==> src/rtl/mem_bist_ctrl.sv <==
// Memory BIST master: writes seed^addr to every word, reads it all back and compares.
// Latency 2 cycles per access with a single-cycle-ready memory; each access waits up to TIMEOUT cycles for mem_ready.
// Backpressure: one outstanding request, held until mem_ready; a missing mem_ready aborts the run with timeout set.
module mem_bist_ctrl #(
  parameter int WIDTH      = 8,
  parameter int DEPTH      = 16,
  parameter int ADDR_WIDTH = $clog2(DEPTH),
  parameter int TIMEOUT    = 8
) (
  input  logic                  clk,
  input  logic                  rst,
  input  logic                  start,
  input  logic [WIDTH-1:0]      seed,
  output logic                  mem_valid,
  output logic                  mem_wr_rd,
  output logic [ADDR_WIDTH-1:0] mem_addr,
  output logic [WIDTH-1:0]      mem_wdata,
  input  logic [WIDTH-1:0]      mem_rdata,
  input  logic                  mem_ready,
  output logic                  busy,
  output logic                  done,
  output logic                  pass,
  output logic [ADDR_WIDTH:0]   err_count,
  output logic [ADDR_WIDTH-1:0] fail_addr,
  output logic                  fail_valid,
  output logic                  timeout
);

  localparam int CW = $clog2(TIMEOUT + 1);
  localparam logic [CW-1:0]         TLIM     = CW'(TIMEOUT - 1);
  localparam logic [ADDR_WIDTH-1:0] LAST     = ADDR_WIDTH'(DEPTH - 1);
  localparam logic [ADDR_WIDTH-1:0] ADDR_ONE = ADDR_WIDTH'(1);
  localparam logic [ADDR_WIDTH:0]   ERR_MAX  = (ADDR_WIDTH + 1)'(DEPTH);
  localparam logic [ADDR_WIDTH:0]   ERR_ONE  = (ADDR_WIDTH + 1)'(1);
  localparam logic [CW-1:0]         CNT_ONE  = CW'(1);

  typedef enum logic [2:0] {
    IDLE, WR_REQ, WR_WAIT, RD_REQ, RD_WAIT, DONE
  } state_t;

  state_t                state;
  logic [WIDTH-1:0]      seed_q;
  logic [CW-1:0]         wcnt;
  logic [ADDR_WIDTH-1:0] addr_nxt;
  logic [ADDR_WIDTH:0]   err_nxt;
  logic                  mismatch;
  logic                  at_last;
  logic                  wait_expired;

  // Address is zero-extended or truncated to the data width before mixing with the seed.
  function automatic logic [WIDTH-1:0] pattern(input logic [WIDTH-1:0] s,
                                               input logic [ADDR_WIDTH-1:0] a);
    return s ^ WIDTH'(a);
  endfunction

  assign addr_nxt     = mem_addr + ADDR_ONE;
  assign at_last      = (mem_addr == LAST);
  assign mismatch     = (mem_rdata != pattern(seed_q, mem_addr));
  assign err_nxt      = (err_count == ERR_MAX) ? err_count : err_count + ERR_ONE;
  assign wait_expired = (wcnt == TLIM);

  always_ff @(posedge clk or negedge rst) begin
    if (!rst) begin
      state      <= IDLE;
      seed_q     <= '0;
      wcnt       <= '0;
      mem_valid  <= 1'b0;
      mem_wr_rd  <= 1'b0;
      mem_addr   <= '0;
      mem_wdata  <= '0;
      busy       <= 1'b0;
      done       <= 1'b0;
      pass       <= 1'b0;
      err_count  <= '0;
      fail_addr  <= '0;
      fail_valid <= 1'b0;
      timeout    <= 1'b0;
    end else begin
      case (state)
        IDLE, DONE: begin
          if (start) begin
            seed_q     <= seed;
            mem_addr   <= '0;
            mem_wr_rd  <= 1'b1;
            mem_wdata  <= pattern(seed, '0);
            mem_valid  <= 1'b1;
            busy       <= 1'b1;
            done       <= 1'b0;
            pass       <= 1'b0;
            err_count  <= '0;
            fail_addr  <= '0;
            fail_valid <= 1'b0;
            timeout    <= 1'b0;
            state      <= WR_REQ;
          end
        end
        WR_REQ: begin
          mem_valid <= 1'b0;
          wcnt      <= '0;
          state     <= WR_WAIT;
        end
        WR_WAIT: begin
          if (mem_ready) begin
            mem_valid <= 1'b1;
            if (at_last) begin
              mem_addr  <= '0;
              mem_wr_rd <= 1'b0;
              mem_wdata <= pattern(seed_q, '0);
              state     <= RD_REQ;
            end else begin
              mem_addr  <= addr_nxt;
              mem_wdata <= pattern(seed_q, addr_nxt);
              state     <= WR_REQ;
            end
          end else if (wait_expired) begin
            timeout <= 1'b1;
            busy    <= 1'b0;
            done    <= 1'b1;
            pass    <= 1'b0;
            state   <= DONE;
          end else begin
            wcnt <= wcnt + CNT_ONE;
          end
        end
        RD_REQ: begin
          mem_valid <= 1'b0;
          wcnt      <= '0;
          state     <= RD_WAIT;
        end
        RD_WAIT: begin
          if (mem_ready) begin
            if (mismatch) begin
              err_count <= err_nxt;
              if (!fail_valid) begin
                fail_addr  <= mem_addr;
                fail_valid <= 1'b1;
              end
            end
            // The final compare lands on the same edge as DONE, so pass folds it in.
            if (at_last) begin
              busy  <= 1'b0;
              done  <= 1'b1;
              pass  <= (err_count == '0) && !mismatch;
              state <= DONE;
            end else begin
              mem_addr  <= addr_nxt;
              mem_wdata <= pattern(seed_q, addr_nxt);
              mem_valid <= 1'b1;
              state     <= RD_REQ;
            end
          end else if (wait_expired) begin
            timeout <= 1'b1;
            busy    <= 1'b0;
            done    <= 1'b1;
            pass    <= 1'b0;
            state   <= DONE;
          end else begin
            wcnt <= wcnt + CNT_ONE;
          end
        end
        default: state <= IDLE;
      endcase
    end
  end

endmodule

==> config.mk <==
export PLATFORM = sky130hd
export DESIGN_NAME = mem_bist_ctrl
export DESIGN_NICKNAME = d
export VERILOG_FILES = /design/src/rtl/mem_bist_ctrl.sv
export SDC_FILE = /design/constraint.sdc
export NUM_CORES = 1
export LEC_CHECK = 0
export CAP_MARGIN = 20
export CORE_MARGIN = 10
export CORE_UTILIZATION = 50
export CTS_CLUSTER_SIZE = 30
export DETAILED_ROUTE_END_ITERATION = 7
export PLACE_DENSITY = 0.89
export SYNTH_ARGS = -nofsm -noshare
export SYNTH_HDL_FRONTEND = slang
export SYNTH_SLANG_ARGS = --single-unit
==> constraint.sdc <==
create_clock -name clk -period 2.2 [get_ports clk]
set_clock_uncertainty 0.1 [all_clocks]
set_input_delay 0.22 -clock clk [delete_from_list [all_inputs] [get_ports clk]]
set_output_delay 0.22 -clock clk [all_outputs]
set_load 0.02 [all_outputs]
======== Word-level counts from Yosys, hierarchy flattened ========
Cells that the tools add are included.
storage, ports and cells
  output and inout bits ................... 28
  flip-flop bits (word level) ............. 43
operators by class
  bitwise gates (word level) .............. 2
  mux-type cells .......................... 60
  equality and inequality tests ........... 22
  reductions and logical operators ........ 23
  add/subtract/negate cells ............... 3
operators by type and width
  operator                                        count
  two-way mux 4 bit                               10
  two-way mux 8 bit                               5
  case mux 8 bit (3 select lines)                 1
  two-way mux 1 bit                               22
  != test 2 bit (second input constant)           11
  two-way mux 5 bit                               4
  AND reduction 5 bit                             4
  case mux 4 bit (2 select lines)                 2
  AND reduction 4 bit                             4
  XOR 8 x 4 -> 8 bit                              2
  two-way mux 3 bit                               5
  case mux 3 bit (5 select lines)                 1
  case mux 4 bit (3 select lines)                 1
  case mux 5 bit (2 select lines)                 1
  case mux 1 bit (3 select lines)                 3
  adder 4 x 1 -> 4 bit (second input constant)    2
  != test 8 bit                                   1
  nonzero test 2 bit                              4
  == test 3 x 2 -> 1 bit (second input constant)  2
  == test 3 bit (second input constant)           2
  case mux 1 bit (2 select lines)                 3
  OR reduction 2 bit                              3
  adder 5 x 1 -> 5 bit (second input constant)    1
  == test 5 bit (second input constant)           1
  other kinds (15)                                15

======== Longest topological paths before layout ========
  depth in word-level cells ............... 7
  mapped depth ............................ 9
  depth with buffers taken out ............ 7

======== Worst setup path before layout ========
OpenSTA, ideal clock, no wires.
  kind .................................... reg2reg
  start point ............................. register mem_addr[1]
  end point ............................... register mem_addr[2]
  required time ........................... 1.978 ns
  slack ................................... 0.061 ns
  cell stages (with the launch flop) ...... 9
  arrival ................................. 1.917 ns
  cells stage by stage .................... dfrtp_1 ha_1 and3_1 buf_2 nor4_1 or3b_1 clkbuf_1 buf_2 a32o_1
between the ends
  cells in the longest elaborated chain, start to end .. 4
ends and longest elaborated chain
  element                                                       line      source
  start, declared                                               16        output logic [ADDR_WIDTH-1:0] mem_addr,
  start signal, assigned                                        111       mem_addr <= addr_nxt;
  start signal, assigned                                        146       mem_addr <= addr_nxt;
  adder 4 x 1 -> 4 bit / == test 4 bit (equally long branches)  56, 57
  two-way mux 4 bit (on tied branches)                          140, 105
  two-way mux 4 bit (on tied branches)                          131, 103
  case mux 4 bit (3 select lines)                               79        case (state)
Parallel ways exist; a longest one is shown, timed or not. The select of a mux whose other input is x is not followed.
A chain may end at the register's enable or synchronous reset.

======== Worst setup path in the final report ========
  start point ............................. register mem_addr[1]
  end point ............................... register pass
between the ends
  cells in the longest elaborated chain, start to end .. 7
ends and longest elaborated chain
  element                          line  source
  XOR 8 x 4 -> 8 bit               53    return s ^ WIDTH'(a);
  != test 8 bit                    58    assign mismatch = (mem_rdata != pattern(seed_q, mem_addr));
  logical NOT 1 bit                143   pass <= (err_count == '0) && !mismatch;
  logical AND 1 bit                143
  two-way mux 1 bit                140   if (at_last) begin
  two-way mux 1 bit                131   if (mem_ready) begin
  case mux 1 bit (3 select lines)  79
  end signal, assigned             143
  end, declared                    22    output logic pass,
Parallel ways exist; a longest one is shown, timed or not. The select of a mux whose other input is x is not followed.

==> parameters.txt <==
Parameter                              Value

Synthesis
  Sequential fraction of the synthesis area ... 0.437
  Syn Area/Cell ... between 8 and 9 um2
  Number of distinct library cell variants in the gate-level netlist after synthesis ... 52
  Syn nets ... 303
  Proportion of register bits with asynchronous set or reset after synthesis ... 1.00
  Cell taking the most area after synthesis ... sky130_fd_sc_hd__dfrtp_1
  Top flip-flop cell by instance count after synthesis ... sky130_fd_sc_hd__dfrtp_1
  Post-Syn Instances ... 279
  Post-synth EDFFs ... 0
  Number of storage elements in the synthesis netlist ... between 40 and 50
  Post-synth top area share ... 0.437
  Dominant cells by area after synthesis ... sky130_fd_sc_hd__dfrtp_1 (44%), sky130_fd_sc_hd__nand2_1 (9.3%), sky130_fd_sc_hd__nor2_1 (3.7%)
  Synth Warn # ... 0
  Post-Syn Area ... around 2500 um2

Timing
  Number of pins exceeding their max-slew limit in the final report ... 0
  Worst-margin pin slew ... approximately 0.56 ns
  Headroom to the max-slew limit ... 0.630
  Final Hold Violating Endpoints ... 0
  Final worst slack ... around 0.18 ns
  Maximum operating frequency ... 496 MHz
  Unrepaired setup endpoints after global routing ... false
  Clock period minus final worst setup slack ... around 2.0 ns
  Post-route fraction of the period consumed by the critical path ... 0.917
  Setup violators final ... 0

Min path
  Hold Crit Endpoint ... seed_q[5]
  Number of cells traversed by the worst hold path ... 3
  Tightest Hold Check Type ... in2reg
  Startpoint of the worst hold path ... seed[5]

Run status
  Result of the run ... finished, final reports clean

CTS
  Buffer levels on the longest clock path ... 2
  Clock latency reported for the late side of the worst-skew pair ... about 0.30 ns
  Clock tree root buffer cell ... sky130_fd_sc_hd__clkbuf_8
  Clock tree from TritonCTS ... built
  H-Tree Level Count ... 2
  TritonCTS buffer count ... 5
  Number of sinks driven by the clock tree ... between 40 and 50
  Clk pin slew, worst setup/hold paths ... 0.08 ns

Critical path
  Reg2Reg Launch Point ... mem_addr[1]
  CP arrival ... approximately 2.1 ns
  Data required time at the worst endpoint ... about 2.3 ns
  Critical Path Fanout Max ... 6
  Largest incremental delay on the critical path ... about 0.37 ns
  Crit Path Class ... reg2reg
  CP Cell Sequence ... ha_1 > and3_1 > nor2_1 > o311ai_1 > o31ai_1 > a22o_2
  Total buffers and inverters traversed by the critical path ... 0
  Length in cells of the worst reg-to-reg path ... 6
  Cell count along the critical path ... 6
  Critical Path End Type ... flop
  Startpoint type of the worst setup path ... flop
  Family with the most delay on the worst path ... compound AO/OA/AOI/OAI gates
  Slowest stage cell on the critical path ... sky130_fd_sc_hd__dfrtp_1
  RR Endpoint ... pass
  Setup slack, reg-to-reg ... 0.18 ns

Global routing
  Total congestion overflow ... 0
  Largest net degree at the start of global routing ... between 40 and 50
  Global-route wire length before repair ... between 10000 and 15000 um
  Initial antenna violation count ... 0
  Overall Global Routing Usage ... 0.163
  Vias in the first global route ... roughly 2.3k

Floorplan
  Starting Density ... 0.518
  Core Box Area ... 4750 um2
  Count of standard-cell rows ... 25
  Vertical die dimension ... 90.2 um
  I/O pin cnt ... 48
  Die ar. ... slightly above 8000 um2
  Chip width ... 90.2 um

Power and ir drop
  Power dissipated by switching net loads ... approximately 1.7 mW
  Clock share of power ... 0.175
  Power share of the sequential group ... 0.317
  Total design power ... approximately 4.2 mW
  Power per unit of standard cell area ... roughly 1300 nW/um2
  Internal cell power ... around 2.4 mW
  Power share of the combinational group ... 0.508
  IR Drop Worst-Case VDD ... between 0.0008 and 0.0009 V
  Net switching share of the total power ... 0.419
  Leakage power total ... about 1.4 nW

Final layout
  Signed area change from the synthesized netlist to the final layout ... 30.3%
  N_diodes ... 0
  Leading cell type in the layout, fill and taps excluded ... sky130_fd_sc_hd__nand2_1
  Final-stage net count ... 359
  Sequential cell area in the final layout ... around 1100 um2
  Final-layout fill cell count ... 370
  Area occupied by multi-input gates ... ~1300 um2
  Share of layout cells above drive strength 1 ... 0.0982
  Highest-count cells in the layout ignoring fill and taps ... sky130_fd_sc_hd__nand2_1 (61), sky130_fd_sc_hd__clkdlybuf4s50_1 (46), sky130_fd_sc_hd__dfrtp_1 (41)

Detailed routing
  Wire length per cell ... 16.0 um
  Number of routed nets with antenna violations ... 0
  DR vias/cell ... between 5 and 6
  Number of violations reported at the end of detailed-routing iteration 0 ... just over 300
  Number of remaining DRC errors ... 0
  WL final ... between 6000 and 7000 um
  First-pass detailed-route iteration total ... 5
  Total via count in the routed design ... approximately 2.2k

Placement
  Detailed placer's ending HPWL ... about 4800 um
  Placement Setup Slack ... -0.0284 ns
  Routability Congestion ... 0.886
  Port Buf Inserts ... 47

Flow run
  Maximum capacitance violations ... 0
-- tightest hold or removal path, cell delays in order --
cell	delay, ns
sky130_fd_sc_hd__clkdlybuf4s50_1	0.42
sky130_fd_sc_hd__nand2_1	0.06
sky130_fd_sc_hd__nand2_1	0.04
-- synth_stat cells (3+ instances only) --
cell / count
sky130_fd_sc_hd__a21o_1: 3
sky130_fd_sc_hd__a21oi_1: 12
sky130_fd_sc_hd__a31oi_1: 5
sky130_fd_sc_hd__and3_1: 3
sky130_fd_sc_hd__buf_2: 4
sky130_fd_sc_hd__clkbuf_1: 9
sky130_fd_sc_hd__dfrtp_1: 43
sky130_fd_sc_hd__ha_1: 4
sky130_fd_sc_hd__inv_1: 5
sky130_fd_sc_hd__mux2i_1: 7
sky130_fd_sc_hd__nand2_1: 61
sky130_fd_sc_hd__nand2b_1: 5
sky130_fd_sc_hd__nand3_1: 10
sky130_fd_sc_hd__nand4_1: 3
sky130_fd_sc_hd__nor2_1: 24
sky130_fd_sc_hd__nor2b_1: 5
sky130_fd_sc_hd__nor3_1: 4
sky130_fd_sc_hd__o21ai_0: 14
sky130_fd_sc_hd__or3_1: 5
sky130_fd_sc_hd__xnor2_1: 9
sky130_fd_sc_hd__xor2_1: 4
-- cells by family after synthesis --
kind of cell,after synthesis,share of synthesized area
AO/OA/AOI/OAI,56,0.150
multiplexers,8,0.0330
buffers and inverters,21,0.0417
adder cells (fa/ha/maj),4,0.0203
XOR/XNOR,15,0.0646
flip-flops,43,0.437
AND/OR/NAND/NOR,132,0.253
-- routing by layer --
layer | share of wire | track usage
met5 | 0 | 0
met4 | 0.017 | 0.0743
met3 | 0.053 | 0.0432
met2 | 0.50 | 0.281
met1 | 0.43 | 0.183
-- per-stage QoR --
step	util	hold slack [ns]	setup TNS, ns	instance area, um2	cells
after floorplan	-	-0.176	0	2460	279
after global placement	0.642	0.228	0	3050	394
after detailed placement	0.642	0.223	-0.0360	3050	394
after CTS	0.672	0.363	0	3200	403
after global routing	0.674	0.389	0	3210	403
final	0.674	0.367	0	3210	403
-- worst max-delay path by stage --
stage,start,to,slack [ns]
finish,mem_addr[1],pass,0.18
global route,mem_addr[0],pass,0.03
CTS,state[2],pass,0.03
detailed placement,start,err_count[3],-0.03
global placement,mem_ready,pass,0.02
floorplan,mem_addr[1],mem_addr[2],0.06
-- layout make-up --
cell class / instances / area share
clock buffers: 6 / 0.0226
multi-input cells: 215 / 0.402
well taps: 67 / 0.0261
inverters: 5 / 0.00585
flip-flops and latches: 43 / 0.336
clock inverters: 2 / 0.0187
repair buffers: 65 / 0.188
-- sequential cells by signal, indices dropped and copies added, names as in the netlist --
signal,count
mem_valid,1
err_count,5
mem_wdata,8
seed_q,8
mem_addr,4
timeout,1
busy,1
fail_addr,4
state,3
wcnt,4
pass,1
fail_valid,1
done,1
mem_wr_rd,1
-- power groups by stage --
stage | clock network, mW | logic (mW) | registers, mW
2_1_floorplan | 0 | 1.28 | 1.37
3_3_place_gp | 0 | 2.03 | 1.30
3_5_place_dp | 0 | 2.09 | 1.31
4_1_cts | 0.737 | 2.11 | 1.30
5_1_grt | 0.777 | 2.33 | 1.35
6_report | 0.729 | 2.12 | 1.32
-- what timing repair did --
item                                    4_1_cts  5_1_grt
endpoints found under the hold margin        43        0
setup buffers                                 0        0
hold buffers                                  1        0
gates resized for setup                       0        4
endpoints found under the setup margin        0       10
Note: power is estimated with default switching activity, not from simulation.
